<file path="src/rtl/irq_ctrl_pkg.sv">
// rtl/irq_ctrl_pkg.sv - shared constants and types for the interrupt controller
//
// Purpose: register offsets (decoded from addr[7:0]) and the FSM state type.
// Ports:   none (package).

package irq_ctrl_pkg;

  localparam logic [7:0] PENDING_ADDR = 8'h00;  // R, W1C
  localparam logic [7:0] MASK_ADDR    = 8'h04;  // RW
  localparam logic [7:0] SET_ADDR     = 8'h08;  // W, reads 0
  localparam logic [7:0] STATUS_ADDR  = 8'h0C;  // R, {code, 1'b0, inflight}

  typedef enum logic [1:0] {
    IDLE    = 2'd0,
    REQ     = 2'd1,
    HOLDOFF = 2'd2
  } state_t;

endpackage

</file>
<file path="src/rtl/irq_ctrl_if.sv">
// rtl/irq_ctrl_if.sv - split 32-bit register bus shared by the tile SFR blocks
//
// Purpose: request/response register bus. ack is the request acceptance,
//          resp/rdata return read data one cycle after the request edge.
// Signals: req, we, addr[31:0], wdata[31:0] (master -> slave)
//          ack, resp, rdata[31:0]          (slave -> master)

interface MemSplit32;
  logic        req;
  logic        we;
  logic [31:0] addr;
  logic [31:0] wdata;
  logic        ack;
  logic        resp;
  logic [31:0] rdata;

  modport Master (output req, we, addr, wdata, input ack, resp, rdata);
  modport Slave  (input req, we, addr, wdata, output ack, resp, rdata);
endinterface

</file>
<file path="src/rtl/irq_ctrl_prio_enc.sv">
// rtl/irq_ctrl_prio_enc.sv - lowest-index-wins priority encoder
//
// Purpose: combinational encoder; code_bo is the index of the lowest set
//          bit of req_bi, valid_o is high when any bit is set.
// Ports:   req_bi [W-1:0] in, valid_o out, code_bo [CW-1:0] out

module irq_prio_enc #(
  parameter int W  = 16,
  parameter int CW = 4
) (
  input  logic [W-1:0]  req_bi,
  output logic          valid_o,
  output logic [CW-1:0] code_bo
);

  // Scan from the top down so the last (lowest) set bit overwrites the rest.
  always_comb begin
    valid_o = |req_bi;
    code_bo = '0;
    for (int i = W - 1; i >= 0; i--) begin
      if (req_bi[i]) code_bo = CW'(i);
    end
  end

endmodule

</file>
<file path="src/rtl/irq_ctrl.sv">
// rtl/irq_ctrl.sv - per-tile interrupt controller with req/ack CPU handshake
//
// Purpose: latches interrupt requests into PENDING, masks them, and presents
//          the lowest-index eligible line to the CPU. Supported range:
//          IRQ_NUM_POW 1..4 (lines fit in one 32-bit register).
// Config:  define IRQ_CTRL_EDGE_EN for rising-edge detection of irq_bi;
//          default build is level-sensitive.
// Ports:   clk_i, rst_i (sync, active-high)
//          host        MemSplit32.Slave register bus
//          irq_bi      [N-1:0] interrupt lines
//          sgi_req_i / sgi_code_bi  software interrupt pulse and line number
//          irq_req_o / irq_code_bo  request and code to the CPU
//          irq_ack_i   CPU acceptance of the presented code

module irq_ctrl
  import irq_ctrl_pkg::*;
#(
  parameter int                              IRQ_NUM_POW  = 4,
  parameter logic [(1 << IRQ_NUM_POW) - 1:0] MASK_DEFAULT = '0
) (
  input  logic                              clk_i,
  input  logic                              rst_i,
  MemSplit32.Slave                          host,
  input  logic [(1 << IRQ_NUM_POW) - 1:0]   irq_bi,
  input  logic                              sgi_req_i,
  input  logic [IRQ_NUM_POW-1:0]            sgi_code_bi,
  output logic                              irq_req_o,
  output logic [IRQ_NUM_POW-1:0]            irq_code_bo,
  input  logic                              irq_ack_i
);

  localparam int N = 1 << IRQ_NUM_POW;

  state_t                 r_state;
  logic [N-1:0]           r_pending;
  logic [N-1:0]           r_mask;
  logic                   r_req;
  logic [IRQ_NUM_POW-1:0] r_code;
  logic                   r_resp;
  logic [31:0]            r_rdata;

  logic                   w_wr;
  logic                   w_rd;
  logic [7:0]             w_addr;
  logic [N-1:0]           w_wdata;
  logic [N-1:0]           w_irq_in;
  logic [N-1:0]           w_set;
  logic [N-1:0]           w_clr;
  logic [31:0]            w_rdata;
  logic                   w_enc_valid;
  logic [IRQ_NUM_POW-1:0] w_enc_code;
  logic                   w_unused_bits;

  assign host.ack  = host.req;
  assign host.resp = r_resp;
  assign host.rdata = r_rdata;
  assign irq_req_o   = r_req;
  assign irq_code_bo = r_code;

  assign w_wr    = host.req & host.we;
  assign w_rd    = host.req & ~host.we;
  assign w_addr  = host.addr[7:0];
  assign w_wdata = host.wdata[N-1:0];
  assign w_unused_bits = &{1'b0, host.addr[31:8], host.wdata[31:N]};

`ifdef IRQ_CTRL_EDGE_EN
  logic [N-1:0] r_irq_prev;
  assign w_irq_in = irq_bi & ~r_irq_prev;
  always_ff @(posedge clk_i) begin
    if (rst_i) r_irq_prev <= '0;
    else       r_irq_prev <= irq_bi;
  end
`else
  assign w_irq_in = irq_bi;
`endif

  // Sets are OR'ed in after clears so a same-edge set keeps the bit pending.
  always_comb begin
    w_set = w_irq_in;
    if (sgi_req_i) w_set = w_set | (N'(1) << sgi_code_bi);
    if (w_wr && w_addr == SET_ADDR) w_set = w_set | w_wdata;
    w_clr = '0;
    if (w_wr && w_addr == PENDING_ADDR) w_clr = w_wdata;
    if (r_state == REQ && irq_ack_i) w_clr = w_clr | (N'(1) << r_code);
  end

  always_comb begin
    w_rdata = '0;
    case (w_addr)
      PENDING_ADDR: w_rdata = 32'(r_pending);
      MASK_ADDR:    w_rdata = 32'(r_mask);
      STATUS_ADDR:  w_rdata = 32'({r_code, 1'b0, r_req});
      default:      w_rdata = '0;
    endcase
  end

  irq_prio_enc #(.W(N), .CW(IRQ_NUM_POW)) u_prio_enc (
    .req_bi  (r_pending & r_mask),
    .valid_o (w_enc_valid),
    .code_bo (w_enc_code)
  );

  always_ff @(posedge clk_i) begin
    if (rst_i) begin
      r_state   <= IDLE;
      r_pending <= '0;
      r_mask    <= MASK_DEFAULT;
      r_req     <= 1'b0;
      r_code    <= '0;
      r_resp    <= 1'b0;
      r_rdata   <= '0;
    end else begin
      r_pending <= (r_pending & ~w_clr) | w_set;
      if (w_wr && w_addr == MASK_ADDR) r_mask <= w_wdata;
      r_resp <= w_rd;
      if (w_rd) r_rdata <= w_rdata;
      case (r_state)
        IDLE: begin
          if (w_enc_valid) begin
            r_code  <= w_enc_code;
            r_req   <= 1'b1;
            r_state <= REQ;
          end
        end
        // Code is frozen here; mask/W1C changes cannot withdraw the request.
        REQ: begin
          if (irq_ack_i) begin
            r_req   <= 1'b0;
            r_state <= HOLDOFF;
          end
        end
        HOLDOFF: r_state <= IDLE;
        default: begin
          r_req   <= 1'b0;
          r_state <= IDLE;
        end
      endcase
    end
  end

endmodule

</file>
<file path="src/flat_wrapper.sv">
// flat-port wrapper written by rule: the top's interface ports become plain ports
module irq_ctrl_flat import irq_ctrl_pkg::*;
#(
  parameter int                              IRQ_NUM_POW  = 4,
  parameter logic [(1 << IRQ_NUM_POW) - 1:0] MASK_DEFAULT = '0
)
  (clk_i, rst_i, irq_bi, sgi_req_i, sgi_code_bi, irq_req_o, irq_code_bo, irq_ack_i, host_req, host_we, host_addr, host_wdata, host_ack, host_resp, host_rdata);
  MemSplit32 host_i ();
  input  logic clk_i;
  input  logic rst_i;
  input  logic [(1 << IRQ_NUM_POW) - 1:0] irq_bi;
  input  logic sgi_req_i;
  input  logic [IRQ_NUM_POW-1:0] sgi_code_bi;
  output logic irq_req_o;
  output logic [IRQ_NUM_POW-1:0] irq_code_bo;
  input  logic irq_ack_i;
  input wire logic [$bits(host_i.req)-1:0] host_req;
  input wire logic [$bits(host_i.we)-1:0] host_we;
  input wire logic [$bits(host_i.addr)-1:0] host_addr;
  input wire logic [$bits(host_i.wdata)-1:0] host_wdata;
  output wire logic [$bits(host_i.ack)-1:0] host_ack;
  output wire logic [$bits(host_i.resp)-1:0] host_resp;
  output wire logic [$bits(host_i.rdata)-1:0] host_rdata;
  assign host_i.req = host_req;
  assign host_i.we = host_we;
  assign host_i.addr = host_addr;
  assign host_i.wdata = host_wdata;
  assign host_ack = host_i.ack;
  assign host_resp = host_i.resp;
  assign host_rdata = host_i.rdata;
  irq_ctrl #(.IRQ_NUM_POW(IRQ_NUM_POW), .MASK_DEFAULT(MASK_DEFAULT)) u_core (.clk_i(clk_i), .rst_i(rst_i), .host(host_i), .irq_bi(irq_bi), .sgi_req_i(sgi_req_i), .sgi_code_bi(sgi_code_bi), .irq_req_o(irq_req_o), .irq_code_bo(irq_code_bo), .irq_ack_i(irq_ack_i));
endmodule
</file>
<file path="config.mk">
export PLATFORM = sky130hd
export DESIGN_NAME = irq_ctrl_flat
export DESIGN_NICKNAME = d
export VERILOG_FILES = /design/src/rtl/irq_ctrl_pkg.sv /design/src/rtl/irq_ctrl_if.sv /design/src/rtl/irq_ctrl_prio_enc.sv /design/src/rtl/irq_ctrl.sv /design/src/flat_wrapper.sv
export SDC_FILE = /design/constraint.sdc
export NUM_CORES = 1
export LEC_CHECK = 0
export CAP_MARGIN = 20
export CORE_ASPECT_RATIO = 1.4
export CORE_UTILIZATION = 40
export DETAILED_ROUTE_END_ITERATION = 6
export GPL_TIMING_DRIVEN = 0
export PLACE_DENSITY = 0.81
export SLEW_MARGIN = 40
export SYNTH_ARGS = -nofsm -noshare
export SYNTH_HDL_FRONTEND = slang
export SYNTH_SLANG_ARGS = --single-unit
</file>
<file path="constraint.sdc">
create_clock -name clk_i -period 2.4 [get_ports clk_i]
set_input_delay 0.48 -clock clk_i [delete_from_list [all_inputs] [get_ports clk_i]]
set_output_delay 0.48 -clock clk_i [all_outputs]
set_load 0.02 [all_outputs]
</file>
# ---- After elaboration in Yosys (flattened, before gate mapping)
# Index checks and enable logic that the tools add are counted.
dict set report op_classes {
  n_mux 27
  n_reduce_logical 10
  shift 2
  n_eq_ne 7
  bitwise 11
}
# cell count
set op_table {}
lappend op_table {{two-way mux 16 bit} 4}
lappend op_table {{two-way mux 4 bit} 16}
lappend op_table {{bitwise OR 16 bit} 4}
lappend op_table {{case mux 16 bit (3 select lines)} 1}
lappend op_table {{AND 16 bit} 2}
lappend op_table {{left shift 1 x 4 -> 16 bit (first input constant)} 2}
lappend op_table {{== test 8 x 4 -> 1 bit (second input constant)} 2}
lappend op_table {{NOT 16 bit} 1}
lappend op_table {{OR reduction 16 bit} 1}
lappend op_table {{== test 8 x 3 -> 1 bit (second input constant)} 1}
lappend op_table {{zero test 8 bit} 1}
lappend op_table {{logical AND 1 bit} 4}
lappend op_table {{two-way mux 2 bit} 2}
lappend op_table {{inequality test 2 bit (second input constant)} 2}
lappend op_table {{case mux 2 bit (2 select lines)} 1}
lappend op_table {{AND reduction 2 bit} 2}
lappend op_table {{case mux 1 bit (3 select lines)} 1}
lappend op_table {{AND reduction 3 bit} 1}
lappend op_table {{AND 1 bit} 2}
lappend op_table {{== test 2 x 1 -> 1 bit (second input constant)} 1}
lappend op_table {{== test 2 bit (second input constant)} 1}
lappend op_table {{zero test 2 bit} 1}
lappend op_table {{two-way mux 1 bit} 2}
lappend op_table {{NOT 1 bit} 2}
dict set report word_totals {
  wordCells 64
  output_inout_bits 39
  register_bits 72
  in_bits 90
}

# ---- Logic depth before layout (Yosys ltp)
# Gate-level depths: netlist of the first run.
dict set report depth {
  ltp_word 17
  depth_mapped 7
}

# ---- By module
# From an unflattened synthesis of the first run, not the netlist that was laid out.
dict set report hier_totals {
  cells_unflattened 354
  area_unflattened_um2 3086.7
}
# module instances area_each_um2 cells_each
set by_module_without_submodules {}
lappend by_module_without_submodules {irq_ctrl 1 2910.3 320}
lappend by_module_without_submodules {irq_prio_enc 1 176.4 34}

# ---- Least setup slack after synthesis of the first run
# Ideal clock, no wire load.
dict set report synth_path {
  path_kind {input to register}
  start {input host_addr[7]}
  end {register u_core.r_mask[10]}
  slack_ps 303
  required_time_ps 2272
  cell_stages 7
  setup_time_ps 128
  t_arrival_ps 1969
  cell_sequence {or4_4 -> nor4b_4 -> and3_1 -> buf_6 -> buf_12 -> mux2i_1 -> nor2_1}
}
dict set report synth_via {
  elab_chain_len 2
}
# item line
set synth_lines {}
lappend synth_lines {{start: declaration} flat_wrapper.sv:19} ;# input wire logic [$bits(host_i.addr)-1:0] host_addr;
lappend synth_lines {{== test 8 x 3 -> 1 bit} irq_ctrl.sv:114} ;# if (w_wr && w_addr == MASK_ADDR) r_mask <= w_wdata;
lappend synth_lines {{logical AND 1 bit} irq_ctrl.sv:114}
lappend synth_lines {{end signal: assignment} irq_ctrl.sv:114}
lappend synth_lines {{end: declaration} irq_ctrl.sv:36} ;# logic [N-1:0] r_mask;
# No other way between the ends.
# A chain may end at the register's enable or synchronous reset.

# ---- Worst setup path after layout of the first run
dict set report layout_path {
  start {input host_addr[7]}
  end {register u_core.r_pending[3]}
}
dict set report layout_via {
  elab_chain_len 8
}
# item line
set layout_lines {}
lappend layout_lines {{zero test 8 bit} irq_ctrl.sv:83} ;# if (w_wr && w_addr == PENDING_ADDR) w_clr = w_wdata;
lappend layout_lines {{logical AND 1 bit} irq_ctrl.sv:83}
lappend layout_lines {{two-way mux 16 bit} irq_ctrl.sv:83}
lappend layout_lines {{bitwise OR 16 bit} irq_ctrl.sv:84} ;# if (r_state == REQ && irq_ack_i) w_clr = w_clr | (N'(1) << r_code);
lappend layout_lines {{two-way mux 16 bit} irq_ctrl.sv:84}
lappend layout_lines {{NOT 16 bit} irq_ctrl.sv:113} ;# r_pending <= (r_pending & ~w_clr) | w_set;
lappend layout_lines {{AND 16 bit} irq_ctrl.sv:113}
lappend layout_lines {{bitwise OR 16 bit (*)} irq_ctrl.sv:113}
lappend layout_lines {{end signal: assignment} irq_ctrl.sv:113}
lappend layout_lines {{end: declaration} irq_ctrl.sv:35} ;# logic [N-1:0] r_pending;
# Mark *: on every way between the ends. The rest lies on a longest branch, timed or not.

==> reports/qor.txt, run 1 <==
Worst path max stage delay: 580 ps
diodes inserted: 0
Initial Util: 0.422
Total Power: 1.79 mW
status: finished clean
critical path type: in2reg
Detailed Route WL: 9080 um
Setup Viol. Count Final: 0
Synth top cells by count: 56 x dfxtp_1, 42 x nor2_1, 32 x nand2_1, 25 x a22oi_1
Die H: 104 um
VDD IR-drop max: 0.233 mV
element type at the critical path end: register
largest net degree at the start of global routing: 16
Remaining DRCs: 0
Final Hold Viols: 0
CTS tree: yes
fin area: 4030 um2
clock sinks: 56
largest area contributor in the netlist: dfxtp_1
post-synth top area share: 0.375
yosys warns: 0
Pwr Density: 445 nW/um2
post-layout min period: 2330 ps
setup tns final: 0 ps
Worst EP required: 2590 ps
Leak: 1.41 nW
clock skew: 6.45 ps
detailed placement HPWL: 6900 um
DRT iter0 DRCs: 202
Critical Path Fanout Max: 7
Post-Syn Area per Cell: 8.84 um2
root buffer cell: clkbuf_8
Max-cap violations: 0
slowest CP cell: or4_4
Total GRT Usage: 0.238
ys flop type: dfxtp_1
H-tree Lvls: 2
Mapped Cells: 338
CTS max path bufs: 2
die area: 7820 um2
io pins: 129
measured slew at the worst slew-check pin: 553 ps
Synth area leaders: dfxtp_1 38%, a22oi_1 6.3%, mux2i_1 5.4%
drt wl/cell: 17.1 um
CP delay by family, top: simple AND/OR/NAND/NOR gates
Core ar.: 7070 um2
# hold bufs at CTS: 0
count leader, synth: dfxtp_1
post-synthesis register bit count: 56
Max Fclk: 430 MHz
Cell Area, Synth: 2990 um2
Post-synth EDFFs: 0
Slew headroom: 0.632
first-pass GRT wire length: 14,100 um
max-slew violations: 0
Final Hold Slack: 451 ps
Die Wd: 75.0 um
vias per cell: 5.68
Post-DP Area: 3860 um2
sum of buffers and inverters on the critical path: 2
layout cells sized above 1: 0.140
num rows: 36
Async SR Flop Fraction: 0
drt pass-1 iters: 7
final core occ: 0.570
Critical Path Start Type: input pin
Worst-Skew Late Latency: 310 ps
critical path, cell by cell: clkdlybuf4s50_1 > or4_4 > nor4_4 > buf_6 > a21oi_1 > a2111oi_0 > nor2_1
Buffers on Ports: 70
synthesis-to-finish area growth: 35.1%
Vias: 3,017
Remaining Overflow, GRT: 0
clock slew at reported path FFs: 100 ps
register area share after synthesis: 0.375
antenna-violating nets left: 0
CP arrival: 2510 ps
period utilization: 0.969
initial antenna violation count: 0
Num CTS Buffers: 5
count of cell types in the netlist: 50
vias in the first global route: 2,913
global placement routability congestion: 0.923
worst min-delay path category: reg2reg
Nets: 526
==> cells in the final DEF, fill, tap and decap left out, drive strengths merged, types with 2 or more instances in the layout <==
cell type and instances:
nor2 42, a41oi 2, a32o 2, a22o 7, nor3 6, clkdlybuf4s50 70
nor2b 3, o21ai 14, nand2b 7, mux2i 16, a22oi 25, conb 16
buf 31, dfxtp 56, a21oi 20, inv 2, a2111oi 8, and3 2
o31ai 9, mux2 5, nand2 32, a31oi 3, o211ai 9, a21o 3
a221oi 8, nand3b 3, clkbuf 16, or2 6
==> what timing repair did <==
item,4_1_cts,5_1_grt
pin swaps,1,2
setup buffers,2,5
resized for setup,0,8
endpoints found under the setup margin,6,17
hold endpoints to repair,0,0
==> final timing paths <==
path / endpoint / cells after the start / start / slack [ps]
max: u_core.r_pending[3] / 7 / host_addr[7] / 70
min: u_core.host.rdata[13] / 2 / u_core.host.rdata[13] / 450
max reg2reg: u_core.r_pending[3] / 5 / u_core.irq_code_bo[2] / 380
min reg2reg: u_core.host.rdata[13] / 2 / u_core.host.rdata[13] / 450
==> worst min-delay path: stages, from the launching register on <==
cell and delay, ps:
dfxtp_1 320, nand2_1 50, o21ai_1 50
==> where the power goes <==
part | internal, mW | switching (mW)
logic | 0.132 | 0.123
registers | 0.950 | 0.0280
clock network | 0.258 | 0.303
==> cell families after synthesis <==
logic type / synth area share
AO/OA/AOI/OAI: 0.272
buffers and inverters: 0.0817
flip-flops: 0.375
multiplexers: 0.0725
other: 0.00126
AND/OR/NAND/NOR: 0.197
==> routing by layer <==
layer / vias to the layer above / track usage / share of wire / wire length [um]
li1: 1421 / - / - / -
met1: 1422 / 0.275 / 0.38 / 3420
met2: 145 / 0.405 / 0.52 / 4730
met3: 29 / 0.0378 / 0.066 / 603
met4: 0 / 0.127 / 0.036 / 331
met5: - / 0 / 0 / 0
==> registers in the layout (all words and copies together), names as in the netlist <==
signal	count
u_core.host.rdata	16
u_core.r_mask	16
u_core.r_pending	16
u_core.irq_code_bo	4
u_core.r_state	2
u_core.host.resp	1
u_core.irq_req_o	1
==> layout make-up <==
cell class	instances	area, um2
Fill cell	681	3040
Multi-Input combinational cell	261	1690
Inverter	2	7.51
Buffer	33	226
Clock buffer	7	96.3
Sequential cell	56	1120
Timing Repair Buffer	77	769
Tap cell	95	119
==> through the flow <==
stage,cells,setup WS (ps)
after floorplan,353,303
after global placement,518,-341
after CTS,527,28.9
final,531,74.4
after detailed placement,518,-399
after global routing,531,-15.4
Note: power is estimated with default switching activity, not from simulation.
==> inputs of run 2 (changes only) <==
GPL_TIMING_DRIVEN = not set   (was 0)
SKIP_LAST_GASP = 1   (was not set)
==> run 2 against run 1 <==
Non-clock buffer count down 25. Flip-flop and latch count unchanged. Hold slack better by 1.3 ps. Design area down 3.4%. Via count is 4.8% lower. Clock-buffer cell count decreased by 2.
==> reports/qor.txt, run 2 (synthesized netlist as in run 1, its figures left out) <==
vias in the first global route: 2,820
die area: 7820 um2
CP arrival: 2450 ps
root buffer cell: clkbuf_8
Max Fclk: 444 MHz
hold_sp: u_core.host.rdata[14]
RR Endpoint: u_core.r_pending[3]
R2R depth: 5
RSZ-0062 raised after global routing: true
global placement routability congestion: 0.887
Final WS setup: 148 ps
Nets: 501
Num CTS Buffers: 5
Total Power: 1.75 mW
period utilization: 0.938
clock skew: 9.82 ps
post-CTS setup buffers: 0
Max-cap violations: 0
status: finished clean
Core ar.: 7070 um2
Crit. Startpoint: host_addr[7]
H-tree Lvls: 2
critical path, cell by cell: clkdlybuf4s50_1 > or4_4 > nor4_4 > buf_12 > a21oi_1 > a2111oi_0 > nor2_1
Worst path max stage delay: 580 ps
post_cts resized: 0
CTS tree: yes
Vias: 2,873
Total GRT Usage: 0.224
Remaining DRCs: 0
Leak: 1.30 nW
largest net degree at the start of global routing: 41
pre-CTS setup slack: -218 ps
DRT iter0 DRCs: 381
CTS max path bufs: 2
drt pass-1 iters: 4
Worst EP required: 2600 ps
layout cells sized above 1: 0.102
io pins: 129
Detailed Route WL: 8390 um
vias per cell: 5.67
element type at the critical path end: register
worst min-delay path category: reg2reg
post-layout min period: 2250 ps
Buffers on Ports: 72
commonest cells after routing, fill and taps aside: 72 x clkdlybuf4s50_1, 56 x dfxtp_1, 42 x nor2_1, 32 x nand2_1, 25 x a22oi_1
most common cell after layout, fill and taps aside: clkdlybuf4s50_1
Setup Viol. Count Final: 0
crit path capture: u_core.r_pending[5]
synthesis-to-finish area growth: 30.5%
diodes inserted: 0
Final Hold Slack: 453 ps
Die H: 104 um
antenna-violating nets left: 0
# hold bufs at CTS: 0
drt wl/cell: 16.6 um
slowest CP cell: or4_4
Final Hold Viols: 0
VDD IR-drop max: 0.359 mV
max-slew violations: 0
Die Wd: 75.0 um
initial antenna violation count: 0
critical path type: in2reg
clock sinks: 56
clock slew at reported path FFs: 100 ps
Initial Util: 0.422
Pwr Density: 449 nW/um2
flop-to-flop setup slack: 550 ps
detailed placement HPWL: 6360 um
first-pass GRT wire length: 13,500 um
Critical Path Start Type: input pin
Critical Path Fanout Max: 13
num rows: 36
Worst-Skew Late Latency: 310 ps
Reg2Reg Launch Point: u_core.irq_code_bo[2]
Remaining Overflow, GRT: 0
## run 2: cell type report
| cell class | instances | area (um2) |
|---|---|---|
| Fill cell | 671 | 3170 |
| Multi-Input combinational cell | 261 | 1690 |
| Sequential cell | 56 | 1120 |
| Timing Repair Buffer | 85 | 868 |
| Tap cell | 95 | 119 |
| Clock buffer | 5 | 68.8 |
| Clock inverter | 3 | 23.8 |
| Inverter | 2 | 7.51 |
## run 2: worst min-delay path by stage
stage                                  to  cells past startpoint
floorplan               u_core.r_state[1]                      1
global placement    u_core.host.rdata[10]                      2
detailed placement  u_core.host.rdata[11]                      2
CTS                 u_core.host.rdata[13]                      2
global route        u_core.host.rdata[13]                      2
finish              u_core.host.rdata[14]                      2
## run 2: per-layer routing
layer | track usage | wire length, um | up-vias
met2 | 0.398 | 4480 | 126
met5 | 0 | 0 | -
met4 | 0.0849 | 206 | 0
met1 | 0.266 | 3250 | 1356
li1 | - | - | 1373
met3 | 0.0242 | 458 | 18
## run 2: critical path: cells and delay by family
| kind | cells | cell delay, ps |
|---|---|---|
| AND/OR/NAND/NOR | 3 | 960 |
| buffers and inverters | 2 | 590 |
| AO/OA/AOI/OAI | 2 | 420 |
## run 2: metrics by stage
stage	instance area [um2]	util	TNS, ps	instances
2_1_floorplan	3040	-	0	353
3_3_place_gp	3790	0.536	-2570	499
3_5_place_dp	3790	0.536	-3700	499
4_1_cts	3890	0.550	0	507
5_1_grt	3900	0.551	-16.3	507
6_report	3900	0.551	0	507
## run 2: power breakdown
part | switching, mW | internal (mW)
clock | 0.328 | 0.208
sequential | 0.0275 | 0.950
combinational | 0.117 | 0.121
==> inputs of run 3 (changes only) <==
SYNTH_HIERARCHICAL = 1   (was not set)
==> run 3 against run 2 <==
Global-route usage decreased by 1.2 points. Worst setup slack improved by 100 ps. Synthesized cell count increased by 4.7%. Largest power group unchanged. Sequential share of layout area decreased by 0.41 points. Routed wire length decreased by 0.26%. Highest routed layer unchanged.
==> reports/qor.txt, run 3 <==
status: finished clean
Post-Syn Area per Cell: 8.72 um2
Detailed Route WL: 8370 um
post-layout min period: 2150 ps
Worst-Skew Late Latency: 300 ps
Initial Util: 0.417
critical path type: in2reg
post_cts resized: 0
first-pass GRT wire length: 13,900 um
num rows: 37
CP arrival: 2320 ps
DRT iter0 DRCs: 181
largest net degree at the start of global routing: 57
Final WS setup: 252 ps
H-tree Lvls: 2
Pwr Density: 446 nW/um2
post-synth top area share: 0.363
Remaining DRCs: 0
Final Hold Slack: 516 ps
clock skew: 7.91 ps
Critical Path Fanout Max: 16
drt pass-1 iters: 5
Post-synth EDFFs: 0
Vias: 2,888
Total Power: 1.76 mW
Cell Area, Synth: 3090 um2
root buffer cell: clkbuf_8
drt wl/cell: 16.1 um
vias in the first global route: 2,860
die area: 8080 um2
initial antenna violation count: 0
Buffers on Ports: 72
Final Hold Viols: 0
commonest cells after routing, fill and taps aside: 71 x clkdlybuf4s50_1, 56 x dfxtp_1, 49 x nor2_1, 26 x mux2i_1, 21 x o21ai_0
Setup Viol. Count Final: 0
Die Wd: 76.2 um
element type at the critical path end: register
clock slew at reported path FFs: 100 ps
count leader, synth: dfxtp_1
worst min-delay path category: reg2reg
Synth top cells by count: 56 x dfxtp_1, 49 x nor2_1, 26 x mux2i_1, 21 x o21ai_0, 18 x buf_4
vias per cell: 5.54
count of cell types in the netlist: 46
VDD IR-drop max: 0.323 mV
CTS max path bufs: 2
CTS tree: yes
global placement routability congestion: 0.886
post-synthesis register bit count: 56
Inst Count DP: 513
Core ar.: 7410 um2
diodes inserted: 0
period utilization: 0.895
Async SR Flop Fraction: 0
Num CTS Buffers: 5
layout cells sized above 1: 0.0991
Mapped Cells: 354
Nets: 513
Die H: 106 um
measured slew at the worst slew-check pin: 581 ps
antenna-violating nets left: 0
Total GRT Usage: 0.213
Remaining Overflow, GRT: 0
Worst EP required: 2570 ps
max-slew violations: 0
most common cell after layout, fill and taps aside: clkdlybuf4s50_1
pre-CTS setup slack: -59.1 ps
register area share after synthesis: 0.363
synthesis-to-finish area growth: 28.1%
Leak: 1.61 nW
Max-cap violations: 0
RSZ-0062 raised after global routing: false
Post-DP Area: 3860 um2
Critical Path Start Type: input pin
Synth area leaders: dfxtp_1 36%, mux2i_1 8.4%, nor2_1 6.0%
post-CTS setup buffers: 0
ys flop type: dfxtp_1
# hold bufs at CTS: 0
yosys warns: 6
Slew headroom: 0.613
Max Fclk: 466 MHz
largest area contributor in the netlist: dfxtp_1
Post-Layout Cell Count: 521
fin area: 3950 um2
io pins: 129
clock sinks: 56
detailed placement HPWL: 6050 um
==> run 3: cell count changes after synthesis, sizes merged, moves of 9 or more <==
cell,before,now
mux2i,16,26
o211ai,9,0
and2,1,16
a21o,3,16
nand2,32,13
a22oi,25,16
==> run 3: power by group <==
group | total [mW] | switching, mW | internal, mW
Combinational | 0.257 | 0.128 | 0.129
Clock | 0.542 | 0.308 | 0.234
Sequential | 0.963 | 0.0134 | 0.950
==> run 3: routing by layer <==
metal	global-route usage	part of all wire	wire, um
met5	0	0	0
met4	0.0797	0.021	176
met3	0.0258	0.059	494
met2	0.379	0.51	4260
met1	0.260	0.41	3440
==> run 3: cell families (layout without fill, tap and decap cells) <==
family                 count (synthesis)  after routing  share of synthesized area
AOI/OAI and AO/OA                     97             97                      0.208
buffers and inverters                 44             99                     0.0924
DFF                                   56             56                      0.363
muxes                                 37             37                      0.124
other                                  1             16                    0.00121
and+or+nand+nor                      119            119                      0.210
==> run 3: layout make-up <==
class                           count  area [um2]
Tap cell                           97         121
Timing Repair Buffer               86         858
Fill cell                         713        3450
Clock inverter                      2        15.0
Sequential cell                    56        1120
Clock buffer                        6        82.6
Inverter                            5        18.8
Multi-Input combinational cell    269        1740
==> run 3: path summary, 6_finish.rpt <==
kind                          from                    end  slack [ps]  depth (start not counted)
max                   host_addr[7]      u_core/r_mask[10]         250                          6
min          u_core/host.rdata[11]  u_core/host.rdata[11]         520                          2
max reg2reg    u_core/r_pending[7]  u_core/irq_code_bo[1]         380                          8
min reg2reg  u_core/host.rdata[11]  u_core/host.rdata[11]         520                          2
==> run 3: worst max-delay path, stage by stage <==
cell and delay [ps]:
clkdlybuf4s50_1 400, or4_4 590, or3_1 430, buf_12 180
mux2i_1 170, nor2_1 50
==> run 3: stage by stage <==
stage / setup TNS, ps / util
after floorplan: 0 / -
after global routing: 0 / 0.534
after CTS: 0 / 0.534
after global placement: -474 / 0.521
after detailed placement: -733 / 0.521
final: 0 / 0.534
